`src/rtl/serial_addsub_if.sv`:
```
// Handshake and operand/result bundle for the bit-serial adder/subtractor.
// The master issues operations; the slave (the adder) returns the status and result.
interface serial_addsub_if #(
    parameter int WIDTH = 8
);
    logic             i_start;
    logic             i_sub;
    logic [WIDTH-1:0] i_a;
    logic [WIDTH-1:0] i_b;
    logic             o_busy;
    logic             o_done;
    logic [WIDTH-1:0] o_result;
    logic             o_carry;
    logic             o_overflow;

    modport master (
        output i_start, i_sub, i_a, i_b,
        input  o_busy, o_done, o_result, o_carry, o_overflow
    );

    modport slave (
        input  i_start, i_sub, i_a, i_b,
        output o_busy, o_done, o_result, o_carry, o_overflow
    );
endinterface

```
`src/rtl/serial_addsub.sv`:
```
// Bit-serial adder/subtractor: one full-adder cell with a registered carry,
// operands consumed LSB-first, one bit per clock, followed by a one-cycle done pulse.
module serial_addsub #(
    parameter int WIDTH = 8
) (
    input  logic          clk,
    input  logic          rst,
    serial_addsub_if.slave s_bus
);
    localparam int CNT_W = (WIDTH > 2) ? $clog2(WIDTH) : 1;

    typedef enum logic [1:0] {
        ST_IDLE = 2'd0,
        ST_RUN  = 2'd1,
        ST_DONE = 2'd2
    } state_t;

    state_t           r_state;
    logic [WIDTH-1:0] r_a;
    logic [WIDTH-1:0] r_b;
    logic [WIDTH-1:0] r_acc;
    logic [WIDTH-1:0] r_result;
    logic [CNT_W-1:0] r_cnt;
    logic             r_c;
    logic             r_sub;
    logic             r_carry;
    logic             r_overflow;
    logic             r_busy;
    logic             r_done;

    logic             w_s;
    logic             w_cout;
    logic             w_last;
    logic [WIDTH-1:0] w_acc_next;

    function automatic logic maj3(input logic x, input logic y, input logic z);
        return (x & y) | (x & z) | (y & z);
    endfunction

    assign w_s        = r_a[0] ^ r_b[0] ^ r_c;
    assign w_cout     = maj3(r_a[0], r_b[0], r_c);
    assign w_acc_next = {w_s, r_acc[WIDTH-1:1]};
    assign w_last     = (r_cnt == CNT_W'(WIDTH - 1));

    // Control FSM, serial datapath and registered status/result outputs.
    always_ff @(posedge clk or posedge rst) begin
        if (rst) begin
            r_state    <= ST_IDLE;
            r_a        <= '0;
            r_b        <= '0;
            r_acc      <= '0;
            r_result   <= '0;
            r_cnt      <= '0;
            r_c        <= 1'b0;
            r_sub      <= 1'b0;
            r_carry    <= 1'b0;
            r_overflow <= 1'b0;
            r_busy     <= 1'b0;
            r_done     <= 1'b0;
        end else begin
            case (r_state)
                ST_IDLE, ST_DONE: begin
                    if (s_bus.i_start) begin
                        // Subtraction as a + ~b + 1: invert b and seed the carry with 1.
                        r_a     <= s_bus.i_a;
                        r_b     <= s_bus.i_sub ? ~s_bus.i_b : s_bus.i_b;
                        r_c     <= s_bus.i_sub;
                        r_sub   <= s_bus.i_sub;
                        r_acc   <= '0;
                        r_cnt   <= '0;
                        r_state <= ST_RUN;
                        r_busy  <= 1'b1;
                        r_done  <= 1'b0;
                    end else begin
                        r_state <= ST_IDLE;
                        r_busy  <= 1'b0;
                        r_done  <= 1'b0;
                    end
                end
                ST_RUN: begin
                    r_c   <= w_cout;
                    r_acc <= w_acc_next;
                    r_a   <= {1'b0, r_a[WIDTH-1:1]};
                    r_b   <= {1'b0, r_b[WIDTH-1:1]};
                    r_cnt <= r_cnt + CNT_W'(1);
                    if (w_last) begin
                        // r_c still holds the carry into the MSB on this edge.
                        r_result   <= w_acc_next;
                        r_carry    <= w_cout ^ r_sub;
                        r_overflow <= r_c ^ w_cout;
                        r_state    <= ST_DONE;
                        r_busy     <= 1'b0;
                        r_done     <= 1'b1;
                    end else begin
                        r_state <= ST_RUN;
                        r_busy  <= 1'b1;
                        r_done  <= 1'b0;
                    end
                end
                default: begin
                    r_state <= ST_IDLE;
                    r_busy  <= 1'b0;
                    r_done  <= 1'b0;
                end
            endcase
        end
    end

    assign s_bus.o_busy     = r_busy;
    assign s_bus.o_done     = r_done;
    assign s_bus.o_result   = r_result;
    assign s_bus.o_carry    = r_carry;
    assign s_bus.o_overflow = r_overflow;
endmodule
```
`src/flat_wrapper.sv`:
```
// flat-port wrapper written by rule: the top's interface ports become plain ports
module serial_addsub_flat 
#(
    parameter int WIDTH = 8
)
  (clk, rst, s_bus_i_start, s_bus_i_sub, s_bus_i_a, s_bus_i_b, s_bus_o_busy, s_bus_o_done, s_bus_o_result, s_bus_o_carry, s_bus_o_overflow);
  serial_addsub_if #(.WIDTH(WIDTH)) s_bus_i ();
  input  logic clk;
  input  logic rst;
  input wire logic [$bits(s_bus_i.i_start)-1:0] s_bus_i_start;
  input wire logic [$bits(s_bus_i.i_sub)-1:0] s_bus_i_sub;
  input wire logic [$bits(s_bus_i.i_a)-1:0] s_bus_i_a;
  input wire logic [$bits(s_bus_i.i_b)-1:0] s_bus_i_b;
  output wire logic [$bits(s_bus_i.o_busy)-1:0] s_bus_o_busy;
  output wire logic [$bits(s_bus_i.o_done)-1:0] s_bus_o_done;
  output wire logic [$bits(s_bus_i.o_result)-1:0] s_bus_o_result;
  output wire logic [$bits(s_bus_i.o_carry)-1:0] s_bus_o_carry;
  output wire logic [$bits(s_bus_i.o_overflow)-1:0] s_bus_o_overflow;
  assign s_bus_i.i_start = s_bus_i_start;
  assign s_bus_i.i_sub = s_bus_i_sub;
  assign s_bus_i.i_a = s_bus_i_a;
  assign s_bus_i.i_b = s_bus_i_b;
  assign s_bus_o_busy = s_bus_i.o_busy;
  assign s_bus_o_done = s_bus_i.o_done;
  assign s_bus_o_result = s_bus_i.o_result;
  assign s_bus_o_carry = s_bus_i.o_carry;
  assign s_bus_o_overflow = s_bus_i.o_overflow;
  serial_addsub #(.WIDTH(WIDTH)) u_core (.clk(clk), .rst(rst), .s_bus(s_bus_i));
endmodule
```
`config.mk`:
```
export PLATFORM = sky130hd
export DESIGN_NAME = serial_addsub_flat
export DESIGN_NICKNAME = d
export VERILOG_FILES = /design/src/rtl/serial_addsub_if.sv /design/src/rtl/serial_addsub.sv /design/src/flat_wrapper.sv
export SDC_FILE = /design/constraint.sdc
export NUM_CORES = 1
export LEC_CHECK = 0
export ABC_AREA = 1
export BUFFER_PORTS_ARGS = -buffer_cell sky130_fd_sc_hd__buf_2
export CAP_MARGIN = 5
export CORE_ASPECT_RATIO = 0.75
export CORE_MARGIN = 4
export CORE_UTILIZATION = 62
export CTS_BUF_LIST = sky130_fd_sc_hd__clkbuf_8
export CTS_CLUSTER_SIZE = 28
export DETAILED_ROUTE_END_ITERATION = 6
export PLACE_DENSITY = 0.95
export RECOVER_POWER = 50
export SETUP_SLACK_MARGIN = 0.05
export SLEW_MARGIN = 10
export SYNTH_ARGS = -nofsm -noshare
export SYNTH_HDL_FRONTEND = slang
export SYNTH_SLANG_ARGS = --single-unit
```
`constraint.sdc`:
```
create_clock -name clk -period 1.9 [get_ports clk]
set_input_delay 0 -clock clk [delete_from_list [all_inputs] [get_ports clk]]
set_output_delay 0 -clock clk [all_outputs]
set_load 0.03 [all_outputs]
```
==> impl_metrics.tcl, run 1 <==
set metrics [dict create \
    synth_largest_area_cell "dfrtp_1" \
    status "finished, violations left" \
    grt_start_max_net_pins 42 \
    drtIter0Drc 180 \
    crit_family "simple AND/OR/NAND/NOR gates" \
    yosys-top-cells-area "dfrtp_1 (53%), nand2_1 (23%), nand3_1 (9.7%)" \
    critPathLaunchType "flop" \
    place_congestion 0.792 \
    via_per_inst 5.25 \
    syn_area_sq_um 1920 \
    ctsResizeCount 0 \
    power_density_nw_per_um2 1640 \
    path_cells "nand2_1 -> nand2_1 -> inv_2 -> nand2_1 -> nand2_1" \
    design_power_total_mw 3.59 \
    core_area_sq_um 2960 \
    drv_slew 0 \
    area.growth.synth_to_final_pct 13.8 \
    synth_top_family_by_area "simple AND/OR/NAND/NOR gates" \
    crit_arrival_ps 1830 \
    die_w_microns 72.2 \
    fin_crit_sh_pct 83.6 \
    dp_hpwl_microns 2710 \
    synth-xor-area-share_pct 0 \
    synth_top_area_share_pct 53.5 \
    ioPinCount 32 \
    cts_num_sinks 41 \
    routed_wl_microns 3990 \
    hp-class "in -> reg" \
    start_util_pct 64.9 \
    min_period_ps 1590 \
    cts_tree "done" \
    synth_fp_nets 265 \
    ys.warnings.count 0 \
    syn_inst 242 \
    port_buffers 31 \
    grt_overflow 0 \
    grt_use_total_pct 22.5 \
    synth_mux_area_share_pct 0 \
    synth_seq_cells 41 \
    die_h_microns 56.2 \
    layout_commonest_cell "nand2_1" \
    crit_type "reg -> reg" \
    cts.htree.levels 2 \
    rows 17 \
    mostFrequentLayoutCells "nand2_1 (118), dfrtp_1 (41), nand3_1 (37), buf_2 (25), inv_1 (23)" \
    synth_cell_type_count 17 \
    final_area_sq_um 2180 \
    drtPass1Iterations 4 \
    ys_seq_area_share_pct 53.5 \
    cts_setup_buffers 0 \
    endpoint_kind "flop" \
    hold_slack_ps -3.41 \
    synth_compound_area_share_pct 0.783 \
    antenna_found_initial 0 \
    root_buffer "clkbuf_8" \
    cts_buffers 5 \
    path_max_fanout 19 \
    crit_top_cell "nand2_1" \
    setup_viol_count_final 0 \
    timing.critical_path.buf_inv 1 \
    peakVddDrop_uv 652 \
    p_leak_nw 1.26 \
    drc_errors 0 \
    hold_viol_final 2 \
    diodes 0 \
    grt_pass1_wl_microns 7050 \
    crit_path_top_delay_cell "dfrtp_1" \
    worstPathRequired_ps 2140 \
    grt_pass1_vias 1586 \
    clockBufferDepth 2 \
    synth_area_per_cell_sq_um 7.93 \
    via_count 1663 \
    wl_per_cell_microns 12.6 \
    fmaxAchievable_mhz 629 \
    final_nets 301 \
    worstSkewPairLatency_ps 300 \
    fin_util_pct 73.8 \
    yosys.area_share.simple_pct 35.6 \
    slew_headroom_pct 34.8 \
    dieArea_sq_um 4060 \
    finClkSkew_ps 9.58 \
    drive_gt1_share_pct 14.7 \
    tns_ps 0 \
    rsz0062_at_grt "false" \
    violations "hold timing" \
    antenna_left 0 \
    maxCapViolCount 0 \
    slowest_delay_ps 530 \
    placed_area_sq_um 2080 \
    tightest_slew_ps 979 \
    path_clk_slew_ps 80 \
    synthAdderAreaFrac_pct 2.35 \
    cts.hold.buffers_added 3 \
]
-- through the flow --
stage / setup slack, ps / std cells
4_1_cts: 322 / 317
3_5_place_dp: 356 / 306
2_1_floorplan: 582 / 242
6_report: 311 / 317
5_1_grt: 108 / 317
3_3_place_gp: 439 / 306
-- layout make-up --
type	instances	area (sq um)
fillers	224	773
multi-input cells	169	743
clock buffers	5	68.8
well taps	38	47.5
inverters	25	93.8
flip-flops and latches	41	1030
clock inverters	3	13.8
repair buffers	36	190
-- path summary, 6_finish.rpt --
path / startpoint / endpoint / slack [ps] / depth (start not counted)
max: u_core.r_state[0]$_DFF_PP0_ / u_core.r_acc[1]$_DFFE_PP0P_ / 310 / 5
min: s_bus_i_a[5] / u_core.r_a[5]$_DFFE_PP0P_ / -3 / 5
max reg2reg: u_core.r_state[0]$_DFF_PP0_ / u_core.r_acc[1]$_DFFE_PP0P_ / 310 / 5
min reg2reg: u_core.s_bus.o_overflow$_DFFE_PP0P_ / u_core.s_bus.o_overflow$_DFFE_PP0P_ / 470 / 2
max in group asynchronous: rst / u_core.r_cnt[0]$_DFFE_PP0P_ / 760 / 4
min in group asynchronous: rst / u_core.r_b[1]$_DFFE_PP0P_ / 550 / 4
-- report_power, final --
part / total [mW] / leakage, nW / switching [mW] / internal, mW
registers: 1.53 / 0.517 / 0.266 / 1.26
logic: 1.52 / 0.690 / 1.03 / 0.490
clock network: 0.544 / 0.0491 / 0.295 / 0.249
-- sequential cells by signal, indices dropped and copies added (netlist names) --
register / count
u_core.s_bus.o_carry: 1
u_core.s_bus.o_done: 1
u_core.s_bus.o_result: 8
u_core.r_b: 8
u_core.r_c: 1
u_core.r_acc: 7
u_core.r_sub: 1
u_core.r_state: 2
u_core.r_cnt: 3
u_core.r_a: 8
u_core.s_bus.o_overflow: 1
-- metal layers --
layer | wire length (microns) | global-route usage [%] | up-vias
met5 | 0 | 0 | -
met4 | 51 | 9.65 | 0
met3 | 338 | 5.05 | 7
met2 | 1890 | 35.1 | 58
met1 | 1710 | 29.8 | 783
li1 | - | - | 815
-- worst register-to-register path, delay by kind of cell, from the launching register on --
family / cells / cell delay, ps
buf+inv: 1 / 280
flops: 1 / 530
simple gates: 4 / 720
-- cells by family after synthesis --
group                    Yosys count
buffers and inverters             32
AO/OA/AOI/OAI                      3
adder cells (fa/ha/maj)            3
AND/OR/NAND/NOR                  163
flip-flops                        41
-- synth_stat cells (all sizes together) --
master    n
inv      25
ha        2
buf       6
a21oi     1
nor2      7
o21ai     2
nand2   119
clkbuf    1
nand3    37
fa        1
dfrtp    41
Power figures use the tool's default switching activity.
==> inputs of run 2 (changes only) <==
--- a/config.mk
+++ b/config.mk
@@ -10,11 +10,11 @@
 export CAP_MARGIN = 5
 export CORE_ASPECT_RATIO = 0.75
 export CORE_MARGIN = 4
-export CORE_UTILIZATION = 62
+export CORE_UTILIZATION = 52
 export CTS_BUF_LIST = sky130_fd_sc_hd__clkbuf_8
 export CTS_CLUSTER_SIZE = 28
 export DETAILED_ROUTE_END_ITERATION = 6
-export PLACE_DENSITY = 0.95
+export PLACE_DENSITY = 0.88
 export RECOVER_POWER = 50
 export SETUP_SLACK_MARGIN = 0.05
 export SLEW_MARGIN = 10
==> constraint.sdc (replaced) <==
create_clock -name clk -period 1.4 [get_ports clk]
set_input_delay 0 -clock clk [delete_from_list [all_inputs] [get_ports clk]]
set_output_delay 0 -clock clk [all_outputs]
set_load 0.03 [all_outputs]
==> run 2 against run 1 <==
Against the previous run: the run now ends clean; total power rose by 45%; setup slack got worse by 200 ps; final area is 4.3% higher; first-iteration DRC count down 23%; cell count is 5.4% higher; global-route usage fell by 4.2 points; register-to-register slack got worse by 200 ps; die area increased by 17%; count of clock-buffer cells in the layout stayed put; clock skew down 2.0 ps; sequential share of layout area is 1.9 points lower.
==> impl_metrics.tcl, run 2 (synthesis results as in run 1) <==
set metrics [dict create \
    tns_ps 0 \
    ioPinCount 32 \
    via_per_inst 4.84 \
    grt_start_max_net_pins 42 \
    rows 18 \
    routed_wl_microns 3960 \
    die_h_microns 60.6 \
    cts_num_sinks 41 \
    root_buffer "clkbuf_8" \
    grt_overflow 0 \
    drtPass1Iterations 4 \
    drive_gt1_share_pct 18.0 \
    ff2ff_path_depth 5 \
    min_path_cells 5 \
    layout_commonest_cell "nand2_1" \
    start_util_pct 56.0 \
    dieArea_sq_um 4730 \
    diodes 0 \
    power_density_nw_per_um2 2280 \
    drv_slew 0 \
    dp_hpwl_microns 2700 \
    cts_tree "done" \
    mostFrequentLayoutCells "nand2_1 (117), dfrtp_1 (40), nand3_1 (37), buf_2 (26), inv_1 (21)" \
    wl_per_cell_microns 11.8 \
    antenna_left 0 \
    fmaxAchievable_mhz 778 \
    cts_buffers 5 \
    worstSkewPairLatency_ps 300 \
    grt_use_total_pct 18.2 \
    hold_viol_final 0 \
    die_w_microns 78.1 \
    clockBufferDepth 2 \
    min_from "s_bus_i_a[2]" \
    crit_arrival_ps 1480 \
    final_nets 307 \
    cts.htree.levels 2 \
    slew_headroom_pct 42.4 \
    path_clk_slew_ps 80 \
    area.growth.synth_to_final_pct 18.7 \
    via_count 1616 \
    place_congestion 0.785 \
    drtIter0Drc 138 \
    path_max_fanout 5 \
    whs_endpoint "u_core.r_a[2]$_DFFE_PP0P_" \
    hold_slack_ps 4.15 \
    peakVddDrop_uv 800 \
    status "finished, final reports clean" \
    endpoint_kind "flop" \
    tightest_slew_ps 865 \
    antenna_found_initial 0 \
    rr_endpoint "u_core.s_bus.o_done$_DFF_PP0_" \
    critPathLaunchType "flop" \
    setup_viol_count_final 0 \
    core_area_sq_um 3420 \
    r2r_start "u_core.r_cnt[0]$_DFFE_PP0P_" \
    port_buffers 31 \
    crit_type "reg -> reg" \
    worstPathRequired_ps 1590 \
    p_leak_nw 1.29 \
    hp-class "in -> reg" \
    grt_pass1_wl_microns 6510 \
    design_power_total_mw 5.19 \
    finClkSkew_ps 7.56 \
    drc_errors 0 \
    maxCapViolCount 0 \
    fin_crit_sh_pct 91.8 \
    min_period_ps 1280 \
    rsz0062_at_grt "true" \
    r2r_slack_ps 120 \
    grt_pass1_vias 1449 \
]
run 2: cell type report:
| type | instances | area (sq um) |
|---|---|---|
| Clock buffer | 5 | 68.8 |
| Clock inverter | 2 | 35.0 |
| Fill cell | 293 | 1150 |
| Inverter | 25 | 96.3 |
| Multi-Input combinational cell | 170 | 759 |
| Sequential cell | 41 | 1030 |
| Tap cell | 50 | 62.6 |
| Timing Repair Buffer | 41 | 228 |
run 2: power breakdown:
group	switching, mW	internal (mW)
clock network	0.395	0.518
registers	0.340	1.72
logic	1.46	0.761
total	2.20	3.00
run 2: through the flow:
stage / setup WS (ps) / cell area, sq um / instances / utilization [%]
after floorplan: 82.2 / 1920 / 242 / -
after global placement: 135 / 2130 / 322 / 62.1
after detailed placement: 42.6 / 2130 / 322 / 62.1
after CTS: 95.1 / 2260 / 332 / 66.1
after global routing: 41.8 / 2280 / 334 / 66.5
final: 115 / 2280 / 334 / 66.5
run 2: worst max-delay path by stage:
stage	cells after the start	startpoint	slack [ps]	end
4_1_cts	6	u_core.r_cnt[0]$_DFFE_PP0P_	100	u_core.s_bus.o_result[3]$_DFFE_PP0P_
3_5_place_dp	5	u_core.r_cnt[0]$_DFFE_PP0P_	40	u_core.s_bus.o_result[4]$_DFFE_PP0P_
6_report	5	u_core.r_cnt[0]$_DFFE_PP0P_	120	u_core.s_bus.o_done$_DFF_PP0_
5_1_grt	5	u_core.r_cnt[0]$_DFFE_PP0P_	40	u_core.s_bus.o_result[0]$_DFFE_PP0P_
2_1_floorplan	7	u_core.r_state[0]$_DFF_PP0_	80	u_core.r_c$_DFFE_PP0P_
3_3_place_gp	5	u_core.r_cnt[0]$_DFFE_PP0P_	140	u_core.s_bus.o_result[4]$_DFFE_PP0P_
run 2: critical path, stage by stage (launching register included):
cell     delay, ps
dfrtp_1        400
ha_1           210
ha_1           220
inv_2          120
nor2_2          90
buf_4          140
run 2: layer usage:
layer,wire length (microns),up-vias,global-route usage (%)
li1,-,824,-
met1,1870,747,24.3
met2,1820,35,28.7
met3,182,10,4.15
met4,78,0,9.23
met5,0,-,0
run 2: repair_timing:
item | 4_1_cts | 5_1_grt
pin swaps | 0 | 1
endpoints found under the setup margin | 1 | 14
endpoints found under the hold margin | 43 | 0
buffers inserted | 0 | 1
gates resized for setup | 1 | 6
cloned | 0 | 1
hold buffers | 3 | 0
==> inputs of run 3 (changes only) <==
--- a/config.mk
+++ b/config.mk
@@ -5,16 +5,15 @@
 export SDC_FILE = /design/constraint.sdc
 export NUM_CORES = 1
 export LEC_CHECK = 0
-export ABC_AREA = 1
 export BUFFER_PORTS_ARGS = -buffer_cell sky130_fd_sc_hd__buf_2
 export CAP_MARGIN = 5
 export CORE_ASPECT_RATIO = 0.75
 export CORE_MARGIN = 4
-export CORE_UTILIZATION = 52
+export CORE_UTILIZATION = 51
 export CTS_BUF_LIST = sky130_fd_sc_hd__clkbuf_8
 export CTS_CLUSTER_SIZE = 28
 export DETAILED_ROUTE_END_ITERATION = 6
-export PLACE_DENSITY = 0.88
+export PLACE_DENSITY = 0.87
 export RECOVER_POWER = 50
 export SETUP_SLACK_MARGIN = 0.05
 export SLEW_MARGIN = 10
==> run 3 against run 2 <==
Against the previous run: area after synthesis fell by 10%; wire length decreased by 11%; non-clock buffer count unchanged; first-iteration DRC count down 78%; the flow now finishes with violations (setup timing); largest cell class unchanged; register-to-register slack worse by 160 ps; synthesized cell count is 46% lower; die area shrank 7.4%; sequential power hardly changed; cell count down 37%; final area decreased by 7.1%; worst hold slack better by 5.6 ps.
==> impl_metrics.tcl, run 3 <==
set metrics [dict create \
    final_area_sq_um 2120 \
    tns_ps -321 \
    drtIter0Drc 31 \
    synth_top_area_share_pct 59.5 \
    syn_area_sq_um 1720 \
    start_util_pct 55.9 \
    ioPinCount 32 \
    cts_num_sinks 41 \
    hp-class "in -> reg" \
    seqPwrFrac_pct 40.4 \
    min_path_cells 3 \
    setup_viol_count_final 8 \
    yosys.cell_count.top_type "dfrtp_1" \
    wl_per_cell_microns 16.8 \
    maxCapViolCount 0 \
    tightest_slew_ps 976 \
    synth-xor-area-share_pct 5.08 \
    finalWorstSetupSlack_ps -48.6 \
    postSynth.asyncResetShare_pct 100 \
    fmaxAchievable_mhz 690 \
    routed_wl_microns 3500 \
    synth_seq_cells 41 \
    drv_slew 0 \
    grt_overflow 0 \
    syn_inst 130 \
    cts_tree "done" \
    path_clk_slew_ps 70 \
    ys.flop_type "dfrtp_1" \
    synth_fp_nets 153 \
    fin_crit_sh_pct 103 \
    p_clk_share_pct 15.0 \
    cts_buffers 5 \
    port_buffers 31 \
    root_buffer "clkbuf_8" \
    clockBufferDepth 2 \
    drive_gt1_share_pct 36.3 \
    fin_cells 209 \
    grt_start_max_net_pins 42 \
    yosys.area_share.simple_pct 4.79 \
    critPathLaunchType "flop" \
    post-place-ws_ps -45.3 \
    status "finished, violations left" \
    worstSkewPairLatency_ps 290 \
    layout_commonest_cell "dfrtp_1" \
    drc_errors 0 \
    synthAdderAreaFrac_pct 2.61 \
    slew_headroom_pct 34.9 \
    min_period_ps 1450 \
    peakVddDrop_uv 1600 \
    cts.htree.levels 2 \
    power.switching_mw 1.91 \
    yosys-top-cells-area "dfrtp_1 (60%), a22o_1 (9.7%), mux2_2 (5.9%)" \
    synth_commonest_cells "dfrtp_1 (41), a22o_1 (19), mux2_2 (9), xnor2_1 (9), a21o_1 (8)" \
    p_leak_nw 1.12 \
    path_max_fanout 5 \
    synth_largest_area_cell "dfrtp_1" \
    crit_type "reg -> reg" \
    finClkSkew_ps 5.46 \
    violations "setup timing" \
    internal-power_mw 3.22 \
    via_per_inst 5.60 \
    design_power_total_mw 5.13 \
    drtPass1Iterations 4 \
    antenna_found_initial 0 \
    synth_cell_type_count 21 \
    dp_hpwl_microns 2360 \
    hold_slack_ps 9.77 \
    crit_arrival_ps 1620 \
    endpoint_kind "flop" \
    synth_top_family_by_area "compound AO/OA/AOI/OAI gates" \
    grt_pass1_wl_microns 5750 \
    worstPathRequired_ps 1580 \
    placed_area_sq_um 1950 \
    mostFrequentLayoutCells "dfrtp_1 (40), buf_2 (31), a22o_1 (19), xnor2_1 (9)" \
    final_nets 193 \
    ys.warnings.count 0 \
    swShare_pct 37.2 \
    power_density_nw_per_um2 2420 \
    grt_pass1_vias 1234 \
    dp.cells 197 \
    diodes 0 \
    synth_area_per_cell_sq_um 13.3 \
    place_congestion 0.731 \
    synth_mux_area_share_pct 5.88 \
    core_area_sq_um 3080 \
    ff2ff_path_depth 5 \
    synth_edf_count 0 \
    synth_compound_area_share_pct 18.1 \
    rsz0062_at_grt "true" \
    dieArea_sq_um 4380 \
    grt_use_total_pct 17.8 \
    antenna_left 0 \
    rows 17 \
    fin_util_pct 68.6 \
    die_w_microns 75.1 \
    die_h_microns 58.4 \
    via_count 1171 \
    ys_seq_area_share_pct 59.5 \
    area.growth.synth_to_final_pct 22.7 \
    hold_viol_final 0 \
    pwr-share-comb_pct 44.6 \
]
-- run 3: cell types whose count changed after synthesis, moves of 7 or more --
cell	delta
nand3_1	-37
nand2_1	-113
mux2_2	+9
inv_1	-18
a21o_1	+8
a221o_1	+7
a22o_1	+19
xnor2_1	+9
-- run 3: area by class of cell --
| type | instances | area (sq um) |
|---|---|---|
| clock inverter | 2 | 7.51 |
| sequential | 41 | 1030 |
| tap | 38 | 47.5 |
| inverter | 4 | 15.0 |
| timing repair buffer | 41 | 244 |
| fill | 223 | 968 |
| clock buffer | 6 | 82.6 |
| multi-input combinational | 77 | 692 |
-- run 3: repair_timing --
| item | CTS | global route |
|---|---|---|
| endpoints found under the hold margin | 42 | 0 |
| cloned | 1 | 0 |
| setup endpoints to repair | 37 | 25 |
| resized for setup | 9 | 4 |
| hold buffers | 2 | 0 |
| buffers inserted | 1 | 0 |
| pin swaps | 2 | 1 |
-- run 3: worst paths after layout --
kind	startpoint	endpoint	slack (ps)
worst max-delay path	u_core.r_cnt[1]$_DFFE_PP0P_	u_core.s_bus.o_result[1]$_DFFE_PP0P_	-50
worst max register to register	u_core.r_cnt[1]$_DFFE_PP0P_	u_core.s_bus.o_result[1]$_DFFE_PP0P_	-50
max in group asynchronous	rst	u_core.r_state[0]$_DFF_PP0_	190
min in group asynchronous	rst	u_core.r_b[4]$_DFFE_PP0P_	550
worst min-delay path	s_bus_i_a[6]	u_core.r_a[6]$_DFFE_PP0P_	10
worst min register to register	u_core.r_a[3]$_DFFE_PP0P_	u_core.r_a[3]$_DFFE_PP0P_	480
-- run 3: metal layers --
layer | track usage [%] | vias up | routed length [microns]
li1 | - | 543 | -
met5 | 0 | - | 0
met3 | 5.29 | 10 | 163
met1 | 21.8 | 593 | 1580
met2 | 27.8 | 25 | 1670
met4 | 10.7 | 0 | 93
-- run 3: worst max-delay path, stage by stage, from the launching register on --
cell and delay (ps):
dfrtp_1 390, ha_2 190, ha_2 160, nand3b_1 140, buf_6 150, mux2_4 300
-- run 3: power groups by stage --
stage	combinational [mW]	sequential [mW]	clock, mW
after floorplan	1.40	2.29	0
after global placement	2.04	2.03	0
after detailed placement	2.14	2.07	0
after CTS	2.28	2.06	0.778
after global routing	2.46	2.13	0.836
final	2.28	2.07	0.768
-- run 3: kinds of logic after synthesis --
group | Yosys count
fa+ha+maj | 3
buf+inv | 13
flops | 41
compound gates | 37
xor+xnor | 10
mux | 9
simple gates | 17
